**config.mk**
```make
export PLATFORM = sky130hd
export DESIGN_NAME = hazard_ctrl_unit_flat
export DESIGN_NICKNAME = d
export VERILOG_FILES = /design/src/rtl/hazard_ctrl_if.sv /design/src/rtl/hazard_ctrl_unit.sv /design/src/flat_wrapper.sv
export SDC_FILE = /design/constraint.sdc
export NUM_CORES = 1
export LEC_CHECK = 0
export ABC_AREA = 1
export BUFFER_PORTS_ARGS = -buffer_cell sky130_fd_sc_hd__buf_2
export CAP_MARGIN = 30
export CELL_PAD_IN_SITES_DETAIL_PLACEMENT = 1
export CELL_PAD_IN_SITES_GLOBAL_PLACEMENT = 1
export CORE_MARGIN = 5
export CORE_UTILIZATION = 35
export DETAILED_ROUTE_END_ITERATION = 7
export MAX_ROUTING_LAYER = met4
export PLACE_DENSITY = 0.83
export SYNTH_ARGS = -nofsm -noshare
export SYNTH_HDL_FRONTEND = slang
export SYNTH_SLANG_ARGS = --single-unit
```
**constraint.sdc**
```tcl
create_clock -name clk -period 5.4 [get_ports clk]
set_clock_uncertainty 0.1 [all_clocks]
set_input_delay 0.81 -clock clk [delete_from_list [all_inputs] [get_ports clk]]
set_output_delay 0.81 -clock clk [all_outputs]
set_load 0.05 [all_outputs]
```
**src/rtl/hazard_ctrl_if.sv**
```systemverilog
`default_nettype none
// ============================================================================
// hazard_ctrl_if : pipeline-state inputs and stall/flush controls of the
//                  hazard control unit. Revision: 1.0
// ============================================================================
interface hazard_ctrl_if #(
    parameter int REG_W = 5,
    parameter int OPC_W = 8,
    parameter int CNT_W = 16
);
    logic             if_id_valid;
    logic [OPC_W-1:0] if_id_opcode;
    logic [REG_W-1:0] if_id_rs1;
    logic [REG_W-1:0] if_id_rs2;
    logic             id_ex_memread;
    logic             id_ex_regwrite;
    logic [REG_W-1:0] id_ex_rd;
    logic             ex_mem_memread;
    logic             ex_mem_regwrite;
    logic [REG_W-1:0] ex_mem_rd;
    logic             br_taken;
    logic             mc_start;
    logic             mc_done;
    logic             cnt_clr;
    logic             pc_write;
    logic             if_id_write;
    logic             if_id_flush;
    logic             id_ex_bubble;
    logic             ex_hold;
    logic [CNT_W-1:0] stall_cnt;
    logic [CNT_W-1:0] flush_cnt;

    // Pipeline side: supplies stage state, consumes the controls.
    modport master (
        output if_id_valid, if_id_opcode, if_id_rs1, if_id_rs2,
        output id_ex_memread, id_ex_regwrite, id_ex_rd,
        output ex_mem_memread, ex_mem_regwrite, ex_mem_rd,
        output br_taken, mc_start, mc_done, cnt_clr,
        input  pc_write, if_id_write, if_id_flush, id_ex_bubble, ex_hold,
        input  stall_cnt, flush_cnt
    );

    modport slave (
        input  if_id_valid, if_id_opcode, if_id_rs1, if_id_rs2,
        input  id_ex_memread, id_ex_regwrite, id_ex_rd,
        input  ex_mem_memread, ex_mem_regwrite, ex_mem_rd,
        input  br_taken, mc_start, mc_done, cnt_clr,
        output pc_write, if_id_write, if_id_flush, id_ex_bubble, ex_hold,
        output stall_cnt, flush_cnt
    );
endinterface
`default_nettype wire

```
**src/rtl/hazard_ctrl_unit.sv**
```systemverilog
`default_nettype none
// ============================================================================
// hazard_ctrl_unit : stall/flush/bubble control for a 5-stage pipeline with
//                    ID-stage branches and multi-cycle EX ops. Revision: 1.0
// ============================================================================
module hazard_ctrl_unit #(
    parameter int REG_W  = 5,
    parameter int OPC_W  = 8,
    parameter int CNT_W  = 16,
    parameter int BR_FWD = 1
) (
    input  wire logic clk,
    input  wire logic rst_n,
    hazard_ctrl_if.slave hz
);
    typedef enum logic [0:0] {
        RUN     = 1'b0,
        MC_BUSY = 1'b1
    } state_t;

    localparam logic [CNT_W-1:0] CNT_ONE = CNT_W'(1);
    localparam logic [CNT_W-1:0] CNT_MAX = {CNT_W{1'b1}};

    state_t           r_state;
    state_t           w_state_nxt;
    logic [CNT_W-1:0] r_stall_cnt;
    logic [CNT_W-1:0] r_flush_cnt;

    logic       w_branch, w_jal, w_jalr;
    logic [2:0] w_funct3;
    logic [4:0] w_op5;
    logic       w_dep_idex, w_dep_exmem;
    logic       w_exmem_nofwd_haz;
    logic       w_mc_stall, w_load_use, w_br_data, w_redirect;

    function automatic logic dep_match(
        input logic [REG_W-1:0] rd,
        input logic [REG_W-1:0] rs1,
        input logic [REG_W-1:0] rs2,
        input logic             valid
    );
        return valid && (rd != '0) && ((rd == rs1) || (rd == rs2));
    endfunction

    assign w_funct3 = hz.if_id_opcode[7:5];
    assign w_op5    = hz.if_id_opcode[4:0];
    assign w_branch = (w_op5 == 5'b11000) && (w_funct3 != 3'b010) && (w_funct3 != 3'b011);
    assign w_jal    = (w_op5 == 5'b11011);
    assign w_jalr   = (hz.if_id_opcode[7:0] == 8'b000_11001);

    assign w_dep_idex  = dep_match(hz.id_ex_rd,  hz.if_id_rs1, hz.if_id_rs2, hz.if_id_valid);
    assign w_dep_exmem = dep_match(hz.ex_mem_rd, hz.if_id_rs1, hz.if_id_rs2, hz.if_id_valid);

    // Without EX/MEM forwarding into ID, any EX/MEM writer feeding a compare must drain first.
    generate
        if (BR_FWD != 0) begin : g_br_fwd
            assign w_exmem_nofwd_haz = 1'b0;
        end else begin : g_br_nofwd
            assign w_exmem_nofwd_haz = hz.ex_mem_regwrite && w_dep_exmem;
        end
    endgenerate

    assign w_mc_stall = ((r_state == RUN) && hz.mc_start && !hz.mc_done) ||
                        ((r_state == MC_BUSY) && !hz.mc_done);
    assign w_load_use = hz.id_ex_memread && w_dep_idex;
    assign w_br_data  = (w_branch || w_jalr) &&
                        ((hz.id_ex_regwrite && w_dep_idex) ||
                         (hz.ex_mem_memread && w_dep_exmem) ||
                         w_exmem_nofwd_haz);
    assign w_redirect = w_jal || w_jalr || (w_branch && hz.br_taken);

    always_ff @(posedge clk or negedge rst_n) begin
        if (!rst_n) begin
            r_state <= RUN;
        end else begin
            r_state <= w_state_nxt;
        end
    end

    always_comb begin
        w_state_nxt     = r_state;
        hz.pc_write     = 1'b1;
        hz.if_id_write  = 1'b1;
        hz.if_id_flush  = 1'b0;
        hz.id_ex_bubble = 1'b0;
        hz.ex_hold      = 1'b0;

        case (r_state)
            RUN:     if (hz.mc_start && !hz.mc_done) w_state_nxt = MC_BUSY;
            MC_BUSY: if (hz.mc_done)                 w_state_nxt = RUN;
            default: w_state_nxt = RUN;
        endcase

        if (w_mc_stall) begin
            hz.pc_write    = 1'b0;
            hz.if_id_write = 1'b0;
            hz.ex_hold     = 1'b1;
        end else if (w_load_use || w_br_data) begin
            hz.pc_write     = 1'b0;
            hz.if_id_write  = 1'b0;
            hz.id_ex_bubble = 1'b1;
        end else if (w_redirect) begin
            hz.if_id_flush = 1'b1;
        end

        // Held in reset, the pipeline is frozen and fed bubbles.
        if (!rst_n) begin
            hz.pc_write     = 1'b0;
            hz.if_id_write  = 1'b0;
            hz.if_id_flush  = 1'b1;
            hz.id_ex_bubble = 1'b1;
            hz.ex_hold      = 1'b0;
        end
    end

    always_ff @(posedge clk or negedge rst_n) begin
        if (!rst_n) begin
            r_stall_cnt <= '0;
            r_flush_cnt <= '0;
        end else if (hz.cnt_clr) begin
            r_stall_cnt <= '0;
            r_flush_cnt <= '0;
        end else begin
            if (!hz.pc_write && (r_stall_cnt != CNT_MAX)) r_stall_cnt <= r_stall_cnt + CNT_ONE;
            if (hz.if_id_flush && (r_flush_cnt != CNT_MAX)) r_flush_cnt <= r_flush_cnt + CNT_ONE;
        end
    end

    assign hz.stall_cnt = r_stall_cnt;
    assign hz.flush_cnt = r_flush_cnt;
endmodule
`default_nettype wire

```
**src/flat_wrapper.sv**
```systemverilog
// flat-port wrapper written by rule: the top's interface ports become plain ports
module hazard_ctrl_unit_flat 
#(
    parameter int REG_W  = 5,
    parameter int OPC_W  = 8,
    parameter int CNT_W  = 16,
    parameter int BR_FWD = 1
)
  (clk, rst_n, hz_if_id_valid, hz_if_id_opcode, hz_if_id_rs1, hz_if_id_rs2, hz_id_ex_memread, hz_id_ex_regwrite, hz_id_ex_rd, hz_ex_mem_memread, hz_ex_mem_regwrite, hz_ex_mem_rd, hz_br_taken, hz_mc_start, hz_mc_done, hz_cnt_clr, hz_pc_write, hz_if_id_write, hz_if_id_flush, hz_id_ex_bubble, hz_ex_hold, hz_stall_cnt, hz_flush_cnt);
  hazard_ctrl_if #(.REG_W(REG_W), .OPC_W(OPC_W), .CNT_W(CNT_W)) hz_i ();
  input  wire logic clk;
  input  wire logic rst_n;
  input wire logic [$bits(hz_i.if_id_valid)-1:0] hz_if_id_valid;
  input wire logic [$bits(hz_i.if_id_opcode)-1:0] hz_if_id_opcode;
  input wire logic [$bits(hz_i.if_id_rs1)-1:0] hz_if_id_rs1;
  input wire logic [$bits(hz_i.if_id_rs2)-1:0] hz_if_id_rs2;
  input wire logic [$bits(hz_i.id_ex_memread)-1:0] hz_id_ex_memread;
  input wire logic [$bits(hz_i.id_ex_regwrite)-1:0] hz_id_ex_regwrite;
  input wire logic [$bits(hz_i.id_ex_rd)-1:0] hz_id_ex_rd;
  input wire logic [$bits(hz_i.ex_mem_memread)-1:0] hz_ex_mem_memread;
  input wire logic [$bits(hz_i.ex_mem_regwrite)-1:0] hz_ex_mem_regwrite;
  input wire logic [$bits(hz_i.ex_mem_rd)-1:0] hz_ex_mem_rd;
  input wire logic [$bits(hz_i.br_taken)-1:0] hz_br_taken;
  input wire logic [$bits(hz_i.mc_start)-1:0] hz_mc_start;
  input wire logic [$bits(hz_i.mc_done)-1:0] hz_mc_done;
  input wire logic [$bits(hz_i.cnt_clr)-1:0] hz_cnt_clr;
  output wire logic [$bits(hz_i.pc_write)-1:0] hz_pc_write;
  output wire logic [$bits(hz_i.if_id_write)-1:0] hz_if_id_write;
  output wire logic [$bits(hz_i.if_id_flush)-1:0] hz_if_id_flush;
  output wire logic [$bits(hz_i.id_ex_bubble)-1:0] hz_id_ex_bubble;
  output wire logic [$bits(hz_i.ex_hold)-1:0] hz_ex_hold;
  output wire logic [$bits(hz_i.stall_cnt)-1:0] hz_stall_cnt;
  output wire logic [$bits(hz_i.flush_cnt)-1:0] hz_flush_cnt;
  assign hz_i.if_id_valid = hz_if_id_valid;
  assign hz_i.if_id_opcode = hz_if_id_opcode;
  assign hz_i.if_id_rs1 = hz_if_id_rs1;
  assign hz_i.if_id_rs2 = hz_if_id_rs2;
  assign hz_i.id_ex_memread = hz_id_ex_memread;
  assign hz_i.id_ex_regwrite = hz_id_ex_regwrite;
  assign hz_i.id_ex_rd = hz_id_ex_rd;
  assign hz_i.ex_mem_memread = hz_ex_mem_memread;
  assign hz_i.ex_mem_regwrite = hz_ex_mem_regwrite;
  assign hz_i.ex_mem_rd = hz_ex_mem_rd;
  assign hz_i.br_taken = hz_br_taken;
  assign hz_i.mc_start = hz_mc_start;
  assign hz_i.mc_done = hz_mc_done;
  assign hz_i.cnt_clr = hz_cnt_clr;
  assign hz_pc_write = hz_i.pc_write;
  assign hz_if_id_write = hz_i.if_id_write;
  assign hz_if_id_flush = hz_i.if_id_flush;
  assign hz_id_ex_bubble = hz_i.id_ex_bubble;
  assign hz_ex_hold = hz_i.ex_hold;
  assign hz_stall_cnt = hz_i.stall_cnt;
  assign hz_flush_cnt = hz_i.flush_cnt;
  hazard_ctrl_unit #(.REG_W(REG_W), .OPC_W(OPC_W), .CNT_W(CNT_W), .BR_FWD(BR_FWD)) u_core (.clk(clk), .rst_n(rst_n), .hz(hz_i));
endmodule
```
---- Yosys cells after proc, flatten, opt, wreduce, memory -nomap -nowiden ----
Index checks and enable logic that the tools add are counted.
cells by class
  add/sub/neg operators ................... 2
  equal/unequal tests ..................... 11
  mux-type cells .......................... 19
  bitwise logic cells ..................... 1
  reduce and logical (&&, ||, !) cells .... 31
operator list
  operator                 number
  $mux W16                 4
  $add A16 B1 Y16 const B  2
  $ne A16 B16 Y1 const B   2
  $eq A5 B5 Y1             4
  $logic_and A1 B1 Y1      17
  $mux W1                  14
  $eq A5 B5 Y1 const B     2
  $reduce_bool A5 Y1       2
  $eq A8 B5 Y1 const B     1
  $logic_or A1 B1 Y1       8
  $ne A3 B2 Y1 const B     2
  $reduce_bool A2 Y1       2
  $logic_not A1 Y1         2
  $pmux W1 S2              1
  $not A1 Y1               1
storage, ports and cells
  register bits after elaboration ......... 33
  input port bits ......................... 39
  output and inout port bits .............. 37
  logic and storage cells ................. 67

---- Longest topological paths before layout ----
Gate-level depths: netlist of the first run.
  word-level depth ........................ 14
  gate-level depth with buffers ........... 14

---- Least setup slack after synthesis of the first run ----
Ideal clock, no wire load.
  path type ............................... input -> output
  start ................................... input hz_if_id_opcode[2]
  end ..................................... output hz_pc_write
  arrival time ............................ 2.231 ns
  data required time ...................... 4.490 ns
  path slack .............................. 2.259 ns
  stages on the path ...................... 12
  path through ............................ inv_2 > nand2_1 > nor2_1 > nand2_1 > nand2_1 > nand2_1 > nand2_1 > nand3_1 > nand4_2 > clkbuf_1 > inv_2 > buf_4
between the ends
  longest elaborated chain between the ends .. 9
RTL lines
  what                               line                    RTL
  start, declared                    flat_wrapper.sv:14      input wire logic [$bits(hz_i.if_id_opcode)-1:0] hz_if_id_opcode;
  $eq A5 B5 Y1                       hazard_ctrl_unit.sv:47  assign w_branch = (w_op5 == 5'b11000) && (w_funct3 != 3'b010) && (w_funct3 != 3'b011);
  $logic_and A1 B1 Y1 (2 in series)  hazard_ctrl_unit.sv:47
  $logic_or A1 B1 Y1 (*)             hazard_ctrl_unit.sv:66  assign w_br_data = (w_branch || w_jalr) &&
  $logic_and A1 B1 Y1 (*)            hazard_ctrl_unit.sv:66
  $logic_or A1 B1 Y1 (*)             hazard_ctrl_unit.sv:98  end else if (w_load_use || w_br_data) begin
  $mux W1 (*) (3 in series)          n/a
  end, declared                      flat_wrapper.sv:27      output wire logic [$bits(hz_i.pc_write)-1:0] hz_pc_write;
Every way passes the cells marked *; elsewhere a longest branch is shown, timed or not.

---- Worst setup path after layout of the first run ----
  start ................................... input hz_if_id_opcode[2]
  end ..................................... output hz_if_id_write
between the ends
  longest elaborated chain between the ends .. 9
RTL lines
  what                               line                     RTL
  $eq A5 B5 Y1                       hazard_ctrl_unit.sv:47
  $logic_and A1 B1 Y1 (2 in series)  hazard_ctrl_unit.sv:47
  $logic_or A1 B1 Y1 (*)             hazard_ctrl_unit.sv:66
  $logic_and A1 B1 Y1 (*)            hazard_ctrl_unit.sv:66
  $logic_or A1 B1 Y1 (*)             hazard_ctrl_unit.sv:98
  $mux W1 (*)                        hazard_ctrl_unit.sv:98
  $mux W1 (*)                        hazard_ctrl_unit.sv:94   if (w_mc_stall) begin
  $mux W1 (*)                        hazard_ctrl_unit.sv:107  if (!rst_n) begin
  end, declared                      flat_wrapper.sv:28       output wire logic [$bits(hz_i.if_id_write)-1:0] hz_if_id_write;
Marked as above.

==> impl_metrics.toml, run 1 <==
[outcome]
status = "complete, no violations"

[min_path]
hp-class = "input pin to async pin"

[die]
core_area_um2 = 7290
die_w_um = 96.9
initial_core_util_pct = 36.2
pin_count = 76
num_rows = 31
die_h_um = 96.9
dieArea_um2 = 9380

[pwr]
leakagePower_nw = 1.96
peakVddDrop_mv = 0.125
power_frac_comb_pct = 20.0
power_switching_w = 0.000186
intPower_w = 0.000373
powerDensity_nw_per_um2 = 176
power_frac_seq_pct = 45.8
swShare_pct = 33.3
clkPwrFrac_pct = 34.2

[sta]
worstMarginPinSlew_ns = 1.02
slew-limit-headroom_pct = 31.6
setup_tns_ns = 0
period_minus_slack_ns = 3.08
post-route-period-util_pct = 57.0
rsz0062_at_grt = "false"
finalMaxSlewViolations = 0
clock.fmax_ghz = 0.325
hold_violations = 0
holdWs_ns = 0.288
setup_viol = 0

[cts]
root_buffer = "clkbuf_8"
clockBufferDepth = 2
cts_resized = 0
cts_inserted_buffers = 5
htreeDepth = 2
hold_buffers = 0
cts_sinks = 33
clkTransAtPathRegs_ns = 0.07
post-cts-setup-buffer-count = 0
clock_latency_ns = 0.29
cts_tree = "built"

[worst_setup_path]
cpMostUsedCell = "nand2_1"
reg2reg_from = "u_core.hz.flush_cnt[0]"
r2r_end = "u_core.hz.flush_cnt[15]"
critPathMaxFanout = 18
cpPeakStageDelay_ns = 0.25
path_class = "input pin to primary output"
crit_slowest_cell = "buf_4"
cp_data_required_time_ns = 4.49
crit_chain = "buf_2, inv_2, nand2_1, nor2_1, nand2_1, nand2_1, nand2_1, nand2_1, nand3_1, nand4_2, buf_4, inv_2, buf_2"
critPathArrivalTime_ns = 2.17
cp-end-kind = "primary output"
critPathLaunchType = "input pin"
rr_worst_depth = 11
r2r_setup_slack_ns = 2.99

[layout]
syn_to_final_growth_pct = 20.0
instances_no_fill = 558
layout-drive-gt1-share_pct = 23.7
final_nets = 499
diodes = 0

[global_route]
grt_pass1_vias = 2875
grt_max_degree = 64
grt.overflow.total = 0
grt_first_pass_wirelength_um = 13600
antenna_found_initial = 0
track_usage_pct = 17.2

[drt]
routed-wl-met2_um = 4010
top_layer = "met4"
drt-wirelength-per-cell_um = 14.0
route.antenna.remaining_nets = 0
vias = 2733
drc_errors = 0
wl_met3_um = 243
via_per_inst = 4.90
dr.pass1.iters = 6
wirelength_um = 7810
drt-met1-wl_um = 3530
drt_first_iter_violations = 64

[yosys]
synth_cells = 387
netlist_area_um2 = 2640
ys_seq_area_share_pct = 31.3
syn_nets = 428
ys_types = 29
synth_seq_cells = 33
yosysWarnings = 0
syn_avg_cell_area_um2 = 6.83

[placement]
portBuffers = 74
post-dp-hpwl_um = 5920
placed_cells = 550
gp_congestion = 0.822

[job]
cap_violations = 0
Yosys cell counts:
library cell	n	area, µm²
a31oi_1	2	12.5
buf_2	5	25.0
nor3_1	4	20.0
nor3_4	1	16.3
inv_2	9	33.8
buf_6	2	22.5
a21oi_1	3	15.0
o22ai_1	3	18.8
inv_1	53	199
nor2_4	2	22.5
buf_4	1	7.51
nand3_1	51	255
nor3_2	2	20.0
clkbuf_1	3	11.3
nor2_2	1	6.26
dfrtp_1	33	826
nand2_4	2	22.5
nand2_2	4	25.0
xor2_1	23	201
nand2_1	98	368
o21ai_1	1	5.00
nor3b_1	1	7.51
nor2_1	34	128
nand4_2	1	12.5
nand4_4	2	42.5
xnor2_1	9	78.8
ha_1	2	25.0
buf_1	2	7.51
nand4_1	33	206
kinds of logic after synthesis:
group	after synthesis	share of synthesized area, %
simple gates	236	43.6
xor+xnor	32	10.6
flops	33	31.3
buf+inv	75	11.6
compound gates	9	1.94
fa+ha+maj	2	0.947
layer usage:
layer | vias to the layer above | track usage, %
li1 | 1381 | -
met1 | 1304 | 20.8
met2 | 46 | 30.4
met3 | 2 | 2.66
met4 | 0 | 3.24
met5 | - | -
metrics by stage:
step | setup slack (ns) | total power (W) | utilization [%] | area [µm²]
after floorplan | 2.26 | 0.000331 | - | 2640
after global placement | 2.33 | 0.000371 | 42.3 | 3080
after detailed placement | 2.31 | 0.000375 | 42.3 | 3080
after CTS | 2.30 | 0.000568 | 43.5 | 3170
after global routing | 2.15 | 0.000591 | 43.5 | 3170
final | 2.32 | 0.000559 | 43.5 | 3170
worst max-delay path, delay by kind of cell:
kind | cells | cell delay (ns)
AND/OR/NAND/NOR | 8 | 0.70
buffers and inverters | 5 | 0.64
cell type report:
type / instances / area (µm²)
Tap cell: 99 / 124
Timing Repair Buffer: 77 / 393
Clock buffer: 5 / 68.8
Multi-Input combinational cell: 279 / 1510
Sequential cell: 33 / 826
Clock inverter: 3 / 17.5
Fill cell: 998 / 4120
Inverter: 62 / 233
worst max-delay path by stage:
stage                      to  slack (ns)               start  depth (start not counted)
2_1_floorplan     hz_pc_write        2.26  hz_if_id_opcode[2]                         12
3_3_place_gp   hz_if_id_flush        2.33  hz_if_id_opcode[2]                         13
3_5_place_dp   hz_if_id_write        2.31  hz_if_id_opcode[2]                         13
4_1_cts        hz_if_id_write        2.30  hz_if_id_opcode[2]                         13
5_1_grt        hz_if_id_write        2.15  hz_if_id_opcode[2]                         11
6_report       hz_if_id_write        2.32  hz_if_id_opcode[2]                         13
power by group through the flow:
stage | clock network (W) | registers [W] | logic [W]
after floorplan | 0 | 0.000272 | 0.0000585
after global placement | 0 | 0.000261 | 0.000110
after detailed placement | 0 | 0.000261 | 0.000114
after CTS | 0.000197 | 0.000256 | 0.000114
after global routing | 0.000209 | 0.000257 | 0.000125
final | 0.000191 | 0.000256 | 0.000112
cell usage in the layout (no fill, tap or decap), types with 3 or more instances in the layout:
master,n
clkbuf_8,5
xnor2_1,9
nand4_1,33
o22ai_1,3
xor2_1,23
a21oi_1,3
buf_4,3
nand2_1,98
inv_1,53
nand3_1,51
buf_2,74
nor3_1,4
inv_2,9
dfrtp_1,33
nor2_1,34
nand2_2,4
flip-flops by register name, indices dropped and copies added, names as in the netlist:
register and count:
u_core.hz.flush_cnt 16, u_core.r_state 1, u_core.hz.stall_cnt 16
Power figures use the tool's default switching activity.
==> run 2, diff against run 1 <==
==> constraint.sdc (replaced) <==
create_clock -name clk -period 3.09 [get_ports clk]
set_clock_uncertainty 0.1 [all_clocks]
set_input_delay 0.4635 -clock clk [delete_from_list [all_inputs] [get_ports clk]]
set_output_delay 0.4635 -clock clk [all_outputs]
set_load 0.05 [all_outputs]
==> impl_metrics.toml, run 2 (synthesized netlist as in run 1, its figures left out) <==
[drt]
drc_errors = 0
wirelength_um = 7720
vias = 2761
dr.pass1.iters = 4
drt-wirelength-per-cell_um = 13.8
route.antenna.remaining_nets = 0
drt_first_iter_violations = 84
via_per_inst = 4.94

[cts]
root_buffer = "clkbuf_8"
cts_inserted_buffers = 5
clockBufferDepth = 2
htreeDepth = 2
post-cts-setup-buffer-count = 0
clkTransAtPathRegs_ns = 0.07
cts_sinks = 33
clock_latency_ns = 0.30
cts_tree = "built"

[layout]
final_cell_mix = "98 x nand2_1, 74 x buf_2, 53 x inv_1"
layout_commonest_cell = "nand2_1"
final_area_um2 = 3180
syn_to_final_growth_pct = 20.4
multi_input_area_um2 = 1510
fill_cells = 1007
utilization_pct = 43.6
seqCellArea_um2 = 826
diodes = 0
layout-drive-gt1-share_pct = 23.7
instances_no_fill = 559
final_nets = 500

[global_route]
grt_first_pass_wirelength_um = 13400
grt_pass1_vias = 2912
antenna_found_initial = 0
grt.overflow.total = 0
grt_max_degree = 64
track_usage_pct = 17.0

[sta]
worstMarginPinSlew_ns = 1.04
rsz0062_at_grt = "false"
post-route-period-util_pct = 81.4
slew-limit-headroom_pct = 30.5
clock.fmax_ghz = 0.398
holdWs_ns = 0.255
setup_tns_ns = 0
setup_viol = 0
period_minus_slack_ns = 2.51
hold_violations = 0
finalMaxSlewViolations = 0

[worst_setup_path]
crit_chain = "dlygate4sd3_1, buf_2, nand4_2, inv_2, buf_2"
r2r_end = "u_core.hz.flush_cnt[15]"
path_delay_family = "buffers and inverters"
crit_end = "hz_if_id_write"
critPathMaxFanout = 16
reg2reg_from = "u_core.hz.flush_cnt[0]"
cp_data_required_time_ns = 2.53
cp.depth = 5
crit_buf_inv = 4
crit_slowest_cell = "dlygate4sd3_1"
cp-end-kind = "primary output"
cpMostUsedCell = "buf_2"
critPathArrivalTime_ns = 1.95
startpoint = "rst_n"
critPathLaunchType = "input pin"
rr_worst_depth = 11
path_class = "input pin to primary output"
cpPeakStageDelay_ns = 0.52
r2r_setup_slack_ns = 0.73

[placement]
postPlaceCellArea_um2 = 3080
post-dp-hpwl_um = 5920
placed_cells = 550
gp_congestion = 0.837
portBuffers = 74

[min_path]
holdPathStages = 2
hp-class = "input pin to register"

[job]
cap_violations = 0

[pwr]
leakagePower_nw = 1.96
powerDensity_nw_per_um2 = 309
peakVddDrop_mv = 0.130

[die]
num_rows = 31
pin_count = 76
die_w_um = 96.9
die_h_um = 96.9
core_area_um2 = 7290
dieArea_um2 = 9380
initial_core_util_pct = 36.2

[outcome]
status = "complete, no violations"
-- run 2: power breakdown --
part | switching (W) | leakage [nW] | total [W] | internal, W
registers | 0.00000927 | 0.456 | 0.000448 | 0.000438
clock network | 0.000181 | 0.0439 | 0.000336 | 0.000156
logic | 0.000139 | 1.46 | 0.000197 | 0.0000587
-- run 2: layout make-up --
cell class                      instances  area share, %
Tap cell                               99           3.89
Inverter                               62           7.32
Timing Repair Buffer                   78           12.7
Sequential cell                        33           26.0
Clock buffer                            5           2.16
Multi-Input combinational cell        279           47.4
Clock inverter                          3          0.551
-- run 2: worst min-delay path by stage --
stage / to / from / slack (ns)
after floorplan: u_core.hz.flush_cnt[0] / rst_n / 0.07
after global placement: u_core.hz.flush_cnt[12] / rst_n / 0.32
after detailed placement: u_core.hz.flush_cnt[12] / rst_n / 0.32
after CTS: u_core.r_state / hz_mc_done / 0.24
after global routing: u_core.r_state / hz_mc_done / 0.27
final: u_core.r_state / hz_mc_done / 0.26
-- run 2: per-stage QoR --
step,setup WS [ns],total power [W]
floorplan,0.642,0.000578
global placement,0.783,0.000650
detailed placement,0.714,0.000656
CTS,0.529,0.000993
global route,0.466,0.00103
finish,0.576,0.000981
-- run 2: metal layers --
metal / routed length (µm) / GRT usage [%]
met5: 0 / -
met4: 101 / 4.43
met3: 278 / 2.30
met2: 3870 / 30.2
met1: 3480 / 20.2
-- run 2: timing repair --
| action | in CTS | in global routing |
|---|---|---|
| hold buffers | 1 | 0 |
| gates resized for setup | 0 | 0 |
| endpoints found under the hold margin | 10 | 0 |
